### config.mk
export PLATFORM = sky130hd
export DESIGN_NAME = positdiv_iter_flat
export DESIGN_NICKNAME = d
export VERILOG_FILES = /design/src/rtl/positdiv_iter_if.sv /design/src/rtl/positdiv_iter.sv /design/src/flat_wrapper.sv
export SDC_FILE = /design/constraint.sdc
export NUM_CORES = 1
export LEC_CHECK = 0
export ABC_AREA = 1
export BUFFER_PORTS_ARGS = -buffer_cell sky130_fd_sc_hd__buf_4
export CAP_MARGIN = 20
export CORE_MARGIN = 5
export CORE_UTILIZATION = 59
export CTS_BUF_LIST = sky130_fd_sc_hd__clkbuf_2 sky130_fd_sc_hd__clkbuf_4 sky130_fd_sc_hd__clkbuf_8
export CTS_CLUSTER_DIAMETER = 60
export DETAILED_ROUTE_END_ITERATION = 16
export PLACE_DENSITY_LB_ADDON = 0.2
export REMOVE_ABC_BUFFERS = 1
export SYNTH_ARGS = -nofsm -noshare
export SYNTH_HDL_FRONTEND = slang
export SYNTH_SLANG_ARGS = --single-unit
### constraint.sdc
create_clock -name clk -period 6.8 [get_ports clk]
set_input_delay 1.36 -clock clk [delete_from_list [all_inputs] [get_ports clk]]
set_output_delay 1.36 -clock clk [all_outputs]
set_load 0.05 [all_outputs]
### src/rtl/positdiv_iter_if.sv
// positdiv_iter_if: request/response bundle between a client and the iterative posit divider
interface positdiv_iter_if;
    logic        start;
    logic [31:0] in1;
    logic [31:0] in2;
    logic        busy;
    logic [31:0] result;
    logic        inf;
    logic        zero;
    logic        done;
    modport master (output start, in1, in2, input busy, result, inf, zero, done);
    modport slave  (input start, in1, in2, output busy, result, inf, zero, done);
endinterface

### src/rtl/positdiv_iter.sv
// positdiv_iter: iterative posit<32,2> divider, restoring fraction division one quotient bit per cycle
module positdiv_iter (
    input  logic           clk,
    input  logic           reset,
    positdiv_iter_if.slave bus
);
    localparam int NBITS  = 32;
    localparam int FBITS  = 27;
    localparam int FHBITS = FBITS + 1;
    localparam int QBITS  = 31;

    typedef enum logic [2:0] {IDLE, DECODE, DIVIDE, NORM, ROUND} state_t;
    typedef struct packed {
        logic             sgn;
        logic [9:0]       scale;
        logic [FBITS-1:0] frac;
    } value_t;

    state_t              r_state, w_next;
    logic [NBITS-1:0]    r_a, r_b, r_result;
    logic                r_sign, r_nar, r_zer, r_sticky, r_inf, r_zero, r_done;
    logic signed [9:0]   r_scale;
    logic [FHBITS-1:0]   r_d;
    logic [FHBITS:0]     r_rem;
    logic [QBITS-1:0]    r_q;
    logic [4:0]          r_cnt;
    value_t              w_va, w_vb;
    logic                w_ge;
    logic [FHBITS:0]     w_diff;
    logic [4:0]          w_sh;
    logic signed [65:0]  w_v;
    logic [NBITS-2:0]    w_body;
    logic [NBITS-1:0]    w_mag, w_sat, w_enc;

    function automatic value_t posit_extract(input logic [NBITS-1:0] p);
        value_t           v;
        logic [NBITS-2:0] x, run, rest;
        logic [5:0]       k;
        logic [7:0]       rk;
        logic [1:0]       e;
        x = p[NBITS-1] ? ~p[NBITS-2:0] + 1'b1 : p[NBITS-2:0];
        run = x[NBITS-2] ? ~x : x;
        k = 6'd31;
        for (int i = 0; i < NBITS-1; i++) if (run[i]) k = 6'(NBITS - 2 - i);
        rest = x << (k + 6'd1);
        rk = x[NBITS-2] ? 8'(k) - 8'd1 : 8'd0 - 8'(k);
        {e, v.frac} = 29'(rest >> 2);
        v.sgn = p[NBITS-1];
        v.scale = {rk, e};
        return v;
    endfunction

    assign w_va = posit_extract(r_a);
    assign w_vb = posit_extract(r_b);
    assign w_ge = r_rem >= {1'b0, r_d};
    assign w_diff = r_rem - {1'b0, r_d};

    // Pack regime/exponent/fraction by arithmetic-shifting a seeded regime pattern, then round and saturate
    always_comb begin
        w_sh = r_scale[6:2] ^ {5{r_scale[9]}};
        w_v = $signed({r_scale[9] ? 2'b01 : 2'b10, r_scale[1:0], r_q[QBITS-2:0], 32'b0}) >>> w_sh;
        w_body = w_v[65:35];
        w_mag = {1'b0, w_body} + {31'b0, w_v[34] & (w_body[0] | (|w_v[33:0]) | r_sticky)};
        w_sat = r_scale > 10'sd120 ? 32'h7FFF_FFFF : r_scale < -10'sd120 ? 32'h0000_0001 : w_mag;
        w_enc = r_sign ? -w_sat : w_sat;
    end

    // State register
    always_ff @(posedge clk) begin
        if (reset) r_state <= IDLE;
        else r_state <= w_next;
    end

    // Next state: every operation walks the full sequence, specials included
    always_comb begin
        w_next = IDLE;
        case (r_state)
            IDLE:    w_next = bus.start ? DECODE : IDLE;
            DECODE:  w_next = DIVIDE;
            DIVIDE:  w_next = r_cnt == 5'd0 ? NORM : DIVIDE;
            NORM:    w_next = ROUND;
            default: w_next = IDLE;
        endcase
    end

    // Datapath: capture, decode, restoring divide, normalise, and register the rounded result
    always_ff @(posedge clk) begin
        if (reset) begin
            r_result <= '0;
            r_inf    <= 1'b0;
            r_zero   <= 1'b0;
            r_done   <= 1'b0;
        end else begin
            r_done <= 1'b0;
            case (r_state)
                IDLE: if (bus.start) begin
                    r_a <= bus.in1;
                    r_b <= bus.in2;
                end
                DECODE: begin
                    r_sign  <= w_va.sgn ^ w_vb.sgn;
                    r_scale <= $signed(w_va.scale) - $signed(w_vb.scale);
                    r_rem   <= {2'b01, w_va.frac};
                    r_d     <= {1'b1, w_vb.frac};
                    r_cnt   <= 5'(QBITS - 1);
                    r_nar   <= r_a == 32'h8000_0000 || r_b == 32'h8000_0000 || r_b == '0;
                    r_zer   <= r_a == '0 && r_b != 32'h8000_0000 && r_b != '0;
                end
                DIVIDE: begin
                    r_rem <= (w_ge ? w_diff : r_rem) << 1;
                    r_q   <= {r_q[QBITS-2:0], w_ge};
                    r_cnt <= r_cnt - 5'd1;
                end
                NORM: begin
                    r_sticky <= r_rem != '0;
                    if (!r_q[QBITS-1]) begin
                        r_q     <= r_q << 1;
                        r_scale <= r_scale - 10'sd1;
                    end
                end
                ROUND: begin
                    r_result <= r_nar ? 32'h8000_0000 : r_zer ? 32'h0 : w_enc;
                    r_inf    <= r_nar;
                    r_zero   <= r_zer & ~r_nar;
                    r_done   <= 1'b1;
                end
                default: ;
            endcase
        end
    end

    assign bus.busy   = r_state != IDLE;
    assign bus.result = r_result;
    assign bus.inf    = r_inf;
    assign bus.zero   = r_zero;
    assign bus.done   = r_done;
endmodule

### src/flat_wrapper.sv
// flat-port wrapper written by rule: the top's interface ports become plain ports
module positdiv_iter_flat 
  (clk, reset, bus_start, bus_in1, bus_in2, bus_busy, bus_result, bus_inf, bus_zero, bus_done);
  positdiv_iter_if bus_i ();
  input  logic clk;
  input  logic reset;
  input wire logic [$bits(bus_i.start)-1:0] bus_start;
  input wire logic [$bits(bus_i.in1)-1:0] bus_in1;
  input wire logic [$bits(bus_i.in2)-1:0] bus_in2;
  output wire logic [$bits(bus_i.busy)-1:0] bus_busy;
  output wire logic [$bits(bus_i.result)-1:0] bus_result;
  output wire logic [$bits(bus_i.inf)-1:0] bus_inf;
  output wire logic [$bits(bus_i.zero)-1:0] bus_zero;
  output wire logic [$bits(bus_i.done)-1:0] bus_done;
  assign bus_i.start = bus_start;
  assign bus_i.in1 = bus_in1;
  assign bus_i.in2 = bus_in2;
  assign bus_busy = bus_i.busy;
  assign bus_result = bus_i.result;
  assign bus_inf = bus_i.inf;
  assign bus_zero = bus_i.zero;
  assign bus_done = bus_i.done;
  positdiv_iter u_core (.clk(clk), .reset(reset), .bus(bus_i));
endmodule
Word-level counts from Yosys, hierarchy flattened
Index checks and enable logic that the tools add are counted.
- reductions and logical operators: 22
- add/subtract/negate cells: 14
- muxes and demuxes: 85
- bitwise gates (word level): 12
- eq/ne operators: 8
- $lt $le $gt $ge: 3
- shift operators: 3
- operators by type and width (kind ; number):
    6-bit two-way mux ; 30
    32-bit two-way mux ; 5
    31-bit two-way mux ; 5
    31-bit inverter ; 4
    5-bit two-way mux ; 16
    66-bit by 5-bit >>> shifter with 66-bit output ; 1
    32-bit equality test (second input constant) ; 2
    32-bit logical NOT ; 2
    31-bit by 1-bit adder with 31-bit output (second input constant) ; 2
    31-bit case mux with 2 select lines ; 1
    31-bit by 6-bit left shift with 31-bit output ; 2
    29-bit case mux with 2 select lines ; 1
    34-bit OR reduction ; 1
    31-bit by 1-bit adder with 32-bit output ; 1
    4-bit two-way mux ; 8
    32-bit inequality test (second input constant) ; 1
    32-bit negator ; 1
    32-bit nonzero test ; 1
    29-bit by 28-bit greater-or-equal comparator with 1-bit output ; 1
    29-bit nonzero test ; 1
    28-bit two-way mux ; 1
    28-bit subtractor ; 1
    10-bit case mux with 2 select lines ; 1
    8-bit two-way mux ; 2
    34 further kinds ; 56
- word-level logic and storage cells: 164
- input bits: 67
- bits in registers: 208

Logic depth before layout (Yosys ltp)
- depth in word-level cells: 40
- depth in mapped cells: 65
- mapped depth without buffers: 63

Least setup slack after synthesis
OpenSTA, ideal clock, no wires.
- path type: register to register
- from: register u_core.r_b[0]
- to: register u_core.r_scale[8], data pin
- buffers on the path: 4
- slack: 0.305 ns
- stages on the path, launching flop included: 59
- arrival: 6.232 ns
- data required time: 6.537 ns
- cell sequence: edfxtp_1 > inv_1 > ha_1 > nand3_1 > nor2_1 > nand2_1 > nand2_1 > nand3_1 > nand2_1 > nand2_1 > buf_4 > inv_2 > xor2_1 > nand2_1 > nand2_1 > nand2_1 > nand2_1 > nand2_1 > [23 not listed] > nand3_1 > nand3_1 > o211ai_1 > nand3_1 > nand2_1 > ha_1 > inv_1 > fa_1 > a21oi_1 > o21bai_1 > a21oi_1 > inv_1 > a21oi_1 > nor2_1 > o21ai_0 > nand3_1 > nand2_1 > o32ai_1
- cells in the longest elaborated chain, start to end: 40
- ends and longest elaborated chain (element ; line ; text):
    start, declared ; positdiv_iter.sv:20 ; logic [NBITS-1:0] r_a, r_b, r_result;
    start signal, assigned ; positdiv_iter.sv:98 ; r_b <= bus.in2;
    31-bit inverter ; positdiv_iter.sv:41 ; x = p[NBITS-1] ? ~p[NBITS-2:0] + 1'b1 : p[NBITS-2:0];
    31-bit by 1-bit adder with 31-bit output ; positdiv_iter.sv:41 ;
    31-bit two-way mux (*) ; positdiv_iter.sv:41 ;
    31-bit inverter ; positdiv_iter.sv:42 ; run = x[NBITS-2] ? ~x : x;
    31-bit two-way mux ; positdiv_iter.sv:42 ;
    1-bit two-way mux ; positdiv_iter.sv:44 ; for (int i = 0; i < NBITS-1; i++) if (run[i]) k = 6'(NBITS - 2 - i);
    2-bit two-way mux (2 in series) ; positdiv_iter.sv:44 ;
    3-bit two-way mux (4 in series) ; positdiv_iter.sv:44 ;
    4-bit two-way mux (8 in series) ; positdiv_iter.sv:44 ;
    5-bit two-way mux (16 in series) ; positdiv_iter.sv:44 ;
    5-bit by 1-bit adder with 6-bit output (tied with other cells) ; positdiv_iter.sv:45 ; rest = x << (k + 6'd1);
    31-bit by 6-bit left shift with 31-bit output or 8-bit two-way mux (tied branches) ; positdiv_iter.sv:45, positdiv_iter.sv:46 ;
    10-bit subtractor (*) ; positdiv_iter.sv:102 ; r_scale <= $signed(w_va.scale) - $signed(w_vb.scale);
    10-bit case mux with 2 select lines (*) ; positdiv_iter.sv:95 ; case (r_state)
    end signal, assigned ; positdiv_iter.sv:102 ;
    end signal, assigned ; positdiv_iter.sv:118 ; r_scale <= r_scale - 10'sd1;
    end, declared ; positdiv_iter.sv:22 ; logic signed [9:0] r_scale;
Every way passes the cells marked *; elsewhere a longest branch is shown, timed or not.
A chain may end at the register's enable or synchronous reset.

Final worst setup path
- from: register u_core.r_a[0]
- to: register u_core.r_scale[8], data pin
- cells in the longest elaborated chain, start to end: 40
- ends and longest elaborated chain (element ; line ; text):
    start, declared ; positdiv_iter.sv:20 ;
    start signal, assigned ; positdiv_iter.sv:97 ; r_a <= bus.in1;
    31-bit inverter ; positdiv_iter.sv:41 ;
    31-bit by 1-bit adder with 31-bit output ; positdiv_iter.sv:41 ;
    31-bit two-way mux (*) ; positdiv_iter.sv:41 ;
    31-bit inverter ; positdiv_iter.sv:42 ;
    31-bit two-way mux ; positdiv_iter.sv:42 ;
    1-bit two-way mux ; positdiv_iter.sv:44 ;
    6-bit two-way mux (30 in series) ; positdiv_iter.sv:44 ;
    6-bit by 1-bit adder with 6-bit output (tied with other cells) ; positdiv_iter.sv:45 ;
    31-bit by 6-bit left shift with 31-bit output or 8-bit two-way mux (tied branches) ; positdiv_iter.sv:45, positdiv_iter.sv:46 ;
    10-bit subtractor (*) ; positdiv_iter.sv:102 ;
    10-bit case mux with 2 select lines (*) ; positdiv_iter.sv:95 ;
Marks and branches as above.

==> load_flow_metrics.sql <==
INSERT INTO impl_metrics (metric_group, metric, value, unit) VALUES
('status', 'status', 'finished, final reports clean', ''),
('clock_network', 'clock_tree_from_tritoncts', 'built', ''),
('power_and_ir_drop', 'p_total', '5.866', 'mW'),
('yosys', 'netlist_area', '0.01946', 'mm^2'),
('power_and_ir_drop', 'switching_share', '0.4425', ''),
('routing', 'drc', '0', ''),
('placement', 'placement.cell_area', '0.02079', 'mm^2'),
('final_layout', 'final_cells', '3474', ''),
('final_layout', 'final_net_count', '3123', ''),
('clock_network', 'cts-root-buf', 'sky130_fd_sc_hd__clkbuf_8', ''),
('clock_network', 'cts-htree-levels', '2', ''),
('sta', 'fmaxAchievable', '155.8', 'MHz'),
('power_and_ir_drop', 'p_leak', '9.944', 'nW'),
('die', 'top_level_ports', '103', ''),
('yosys', 'synth_most_common_cell', 'sky130_fd_sc_hd__nand2_1', ''),
('power_and_ir_drop', 'switchingPower', '2.596', 'mW'),
('placement', 'post-dp-hpwl', '45200', 'um'),
('yosys', 'post_synth_edffs', '170', ''),
('hold_path', 'worstHoldPathType', 'register to register', ''),
('grt', 'number_of_global_route_vias_before_repair', '18610', ''),
('die', 'die-area', '0.03671', 'mm^2'),
('routing', 'first_iter_violations', '1368', ''),
('sta', 'slew_viol_final', '0', ''),
('power_and_ir_drop', 'cell_internal_pwr', '3.270', 'mW'),
('sta', 'fin_worst_skew', '21.67', 'ps'),
('routing', 'detail_route.first_pass.iterations', '6', ''),
('clock_network', 'cts_buffer_count', '38', ''),
('final_layout', 'antennaDiodeCount', '0', ''),
('worst_setup_path', 'worst_path_max_delay_cell', 'sky130_fd_sc_hd__edfxtp_1', ''),
('power_and_ir_drop', 'power.ir.vdd_worst', '0.0002188', 'V'),
('yosys', 'synth_seq_cells', '208', ''),
('worst_setup_path', 'cp.required', '7140', 'ps'),
('yosys', 'synth_top_area_share', '0.2623', ''),
('placement', 'placement.setup.worst_slack', '32.24', 'ps'),
('routing', 'wl_per_cell', '16.65', 'um'),
('clock_network', 'clkLatencyLatePin', '600', 'ps'),
('sta', 'final-hold-violation-count', '0', ''),
('worst_setup_path', 'setup_crit_path_kind', 'register to register', ''),
('power_and_ir_drop', 'seqPwrFrac', '0.272', ''),
('die', 'core-area', '0.03254', 'mm^2'),
('die', 'initial_utilization', '0.5981', ''),
('worst_setup_path', 'cp_data_arrival_time', '6760', 'ps'),
('yosys', 'synth_seq_area_share', '0.3014', ''),
('sta', 'final_worst_path_setup_slack', '381.6', 'ps'),
('power_and_ir_drop', 'power_density', '267.5', 'mW/mm^2'),
('yosys', 'dominantRegCellSynth', 'sky130_fd_sc_hd__edfxtp_1', ''),
('final_layout', 'flow.area_growth_from_synthesis', '12.69', '%'),
('sta', 'period_share', '0.9439', ''),
('routing', 'num_vias', '19890', ''),
('final_layout', 'final_design_area_no_fill', '0.02193', 'mm^2'),
('yosys', 'synth.largest_area_cell', 'sky130_fd_sc_hd__edfxtp_1', ''),
('grt', 'grt_first_pass_wirelength', '90760', 'um'),
('sta', 'finish_stage_setup_viols', '0', ''),
('yosys', 'post_synth_main_area_contributors', 'sky130_fd_sc_hd__edfxtp_1 (26%), sky130_fd_sc_hd__nand2_1 (13%), sky130_fd_sc_hd__nand3_1 (12%)', ''),
('grt', 'grt_antenna_before_repair', '1', ''),
('routing', 'drtAntennaViolNets', '0', ''),
('die', 'floorplan.rows', '66', ''),
('routing', 'via_per_inst', '5.726', ''),
('grt', 'grt_max_degree', '65', ''),
('yosys', 'syn-instance-count', '2896', ''),
('placement', 'gp_congestion', '0.9815', ''),
('placement', 'port-buffer-count', '102', ''),
('clock_network', 'clock-sinks', '208', ''),
('sta', 'rsz0062_at_grt', 'true', ''),
('yosys', 'synth_warnings', '0', ''),
('worst_setup_path', 'critical_path.max_fanout', '10', ''),
('die', 'die-height', '191.6', 'um'),
('worst_setup_path', 'crit_path_end_kind', 'register', ''),
('placement', 'instance_count_after_placement_with_tap_cells_included', '3394', ''),
('grt', 'groute.usage.overall', '0.3054', ''),
('job', 'timing.max_cap.violations', '0', '');
==> what timing repair did <==
action	CTS	global route
resized for setup	2	50
hold buffers	0	0
cloned	0	3
pin swaps	0	10
endpoints found under the hold margin	0	0
setup buffers	0	11
endpoints found under the setup margin	1	9
==> layout by cell type (no fill, tap or decap), drive strengths merged, types with 4 or more instances in the layout <==
| cell type | instances |
|---|---|
| inv | 318 |
| a21oi | 137 |
| buf | 190 |
| nor2 | 269 |
| edfxtp | 170 |
| mux2i | 10 |
| nor4 | 12 |
| clkbuf | 55 |
| or2 | 27 |
| o21ai | 248 |
| a31oi | 12 |
| xnor2 | 36 |
| clkinv | 12 |
| nand3 | 463 |
| nand3b | 12 |
| o211ai | 16 |
| dfxtp | 38 |
| xor2 | 118 |
| nor3 | 31 |
| a21boi | 4 |
| nand4 | 32 |
| ha | 48 |
| clkinvlp | 4 |
| nand2 | 723 |
| o31ai | 5 |
| o21bai | 12 |
==> tightest hold or removal path, cell delays in order, from the launching register on <==
cell and delay, ps:
sky130_fd_sc_hd__dfxtp_1 310, sky130_fd_sc_hd__nand2_1 60, sky130_fd_sc_hd__a21oi_1 50
==> registers in the layout (all words and copies together) (netlist names) <==
| signal | flops |
|---|---|
| u_core.r_rem | 29 |
| u_core.r_scale | 10 |
| u_core.r_cnt | 5 |
| u_core.r_b | 32 |
| u_core.bus.result | 32 |
| u_core.r_a | 32 |
| u_core.r_zer | 1 |
| u_core.r_state | 3 |
| u_core.r_nar | 1 |
| u_core.r_sticky | 1 |
| u_core.bus.zero | 1 |
| u_core.r_d | 27 |
| u_core.bus.done | 1 |
| u_core.r_sign | 1 |
| u_core.r_q | 31 |
| u_core.bus.inf | 1 |
==> power groups by stage <==
stage / Sequential [mW] / Combinational (mW) / Clock (mW)
after floorplan: 1.61 / 1.96 / 0
after global placement: 1.61 / 2.78 / 0
after detailed placement: 1.62 / 2.81 / 0
after CTS: 1.59 / 2.83 / 1.33
after global routing: 1.60 / 3.28 / 1.39
final: 1.59 / 2.97 / 1.30
==> logic make-up after synthesis <==
| kind of cell | count (synthesis) | share of synthesized area |
|---|---|---|
| xor gates and xnor gates | 154 | 0.07047 |
| muxes | 10 | 0.005144 |
| AOI/OAI and AO/OA | 451 | 0.1307 |
| buffers and inverters | 449 | 0.09491 |
| and+or+nand+nor | 1574 | 0.3644 |
| DFF | 208 | 0.3014 |
| adders and majority gates | 50 | 0.03292 |
==> worst paths after layout <==
kind / from / to / slack (ps) / cells after the start
worst min register to register: u_core.bus.result[20]$_SDFFE_PP0P_ / u_core.bus.result[20]$_SDFFE_PP0P_ / 460 / 2
worst max register to register: u_core.r_a[0]$_DFFE_PP_ / u_core.r_scale[8]$_DFFE_PP_ / 380 / 42
worst min-delay path: u_core.bus.result[20]$_SDFFE_PP0P_ / u_core.bus.result[20]$_SDFFE_PP0P_ / 460 / 2
worst max-delay path: u_core.r_a[0]$_DFFE_PP_ / u_core.r_scale[8]$_DFFE_PP_ / 380 / 42
==> through the flow <==
step                  util  hold slack (ps)
global route        0.6740            481.7
global placement    0.6389            452.6
finish              0.6740            464.2
CTS                 0.6643            465.3
detailed placement  0.6389            456.6
floorplan                -            502.5
==> layer usage <==
metal,GRT usage,share of wire,wire [um]
met1,0.3506,0.39,22480
met2,0.5465,0.49,28630
met3,0.04889,0.057,3303
met4,0.1605,0.060,3444
met5,0,0,0
==> area by class of cell <==
class                   count  area, um^2
multi-input cells        2242       11980
fillers                  2931       10610
flip-flops and latches    208        5866
repair buffers            190        1478
inverters                 326        1235
clock buffers              55       669.4
well taps                 442       553.0
clock inverters            11       148.9
Power figures use the tool's default switching activity.
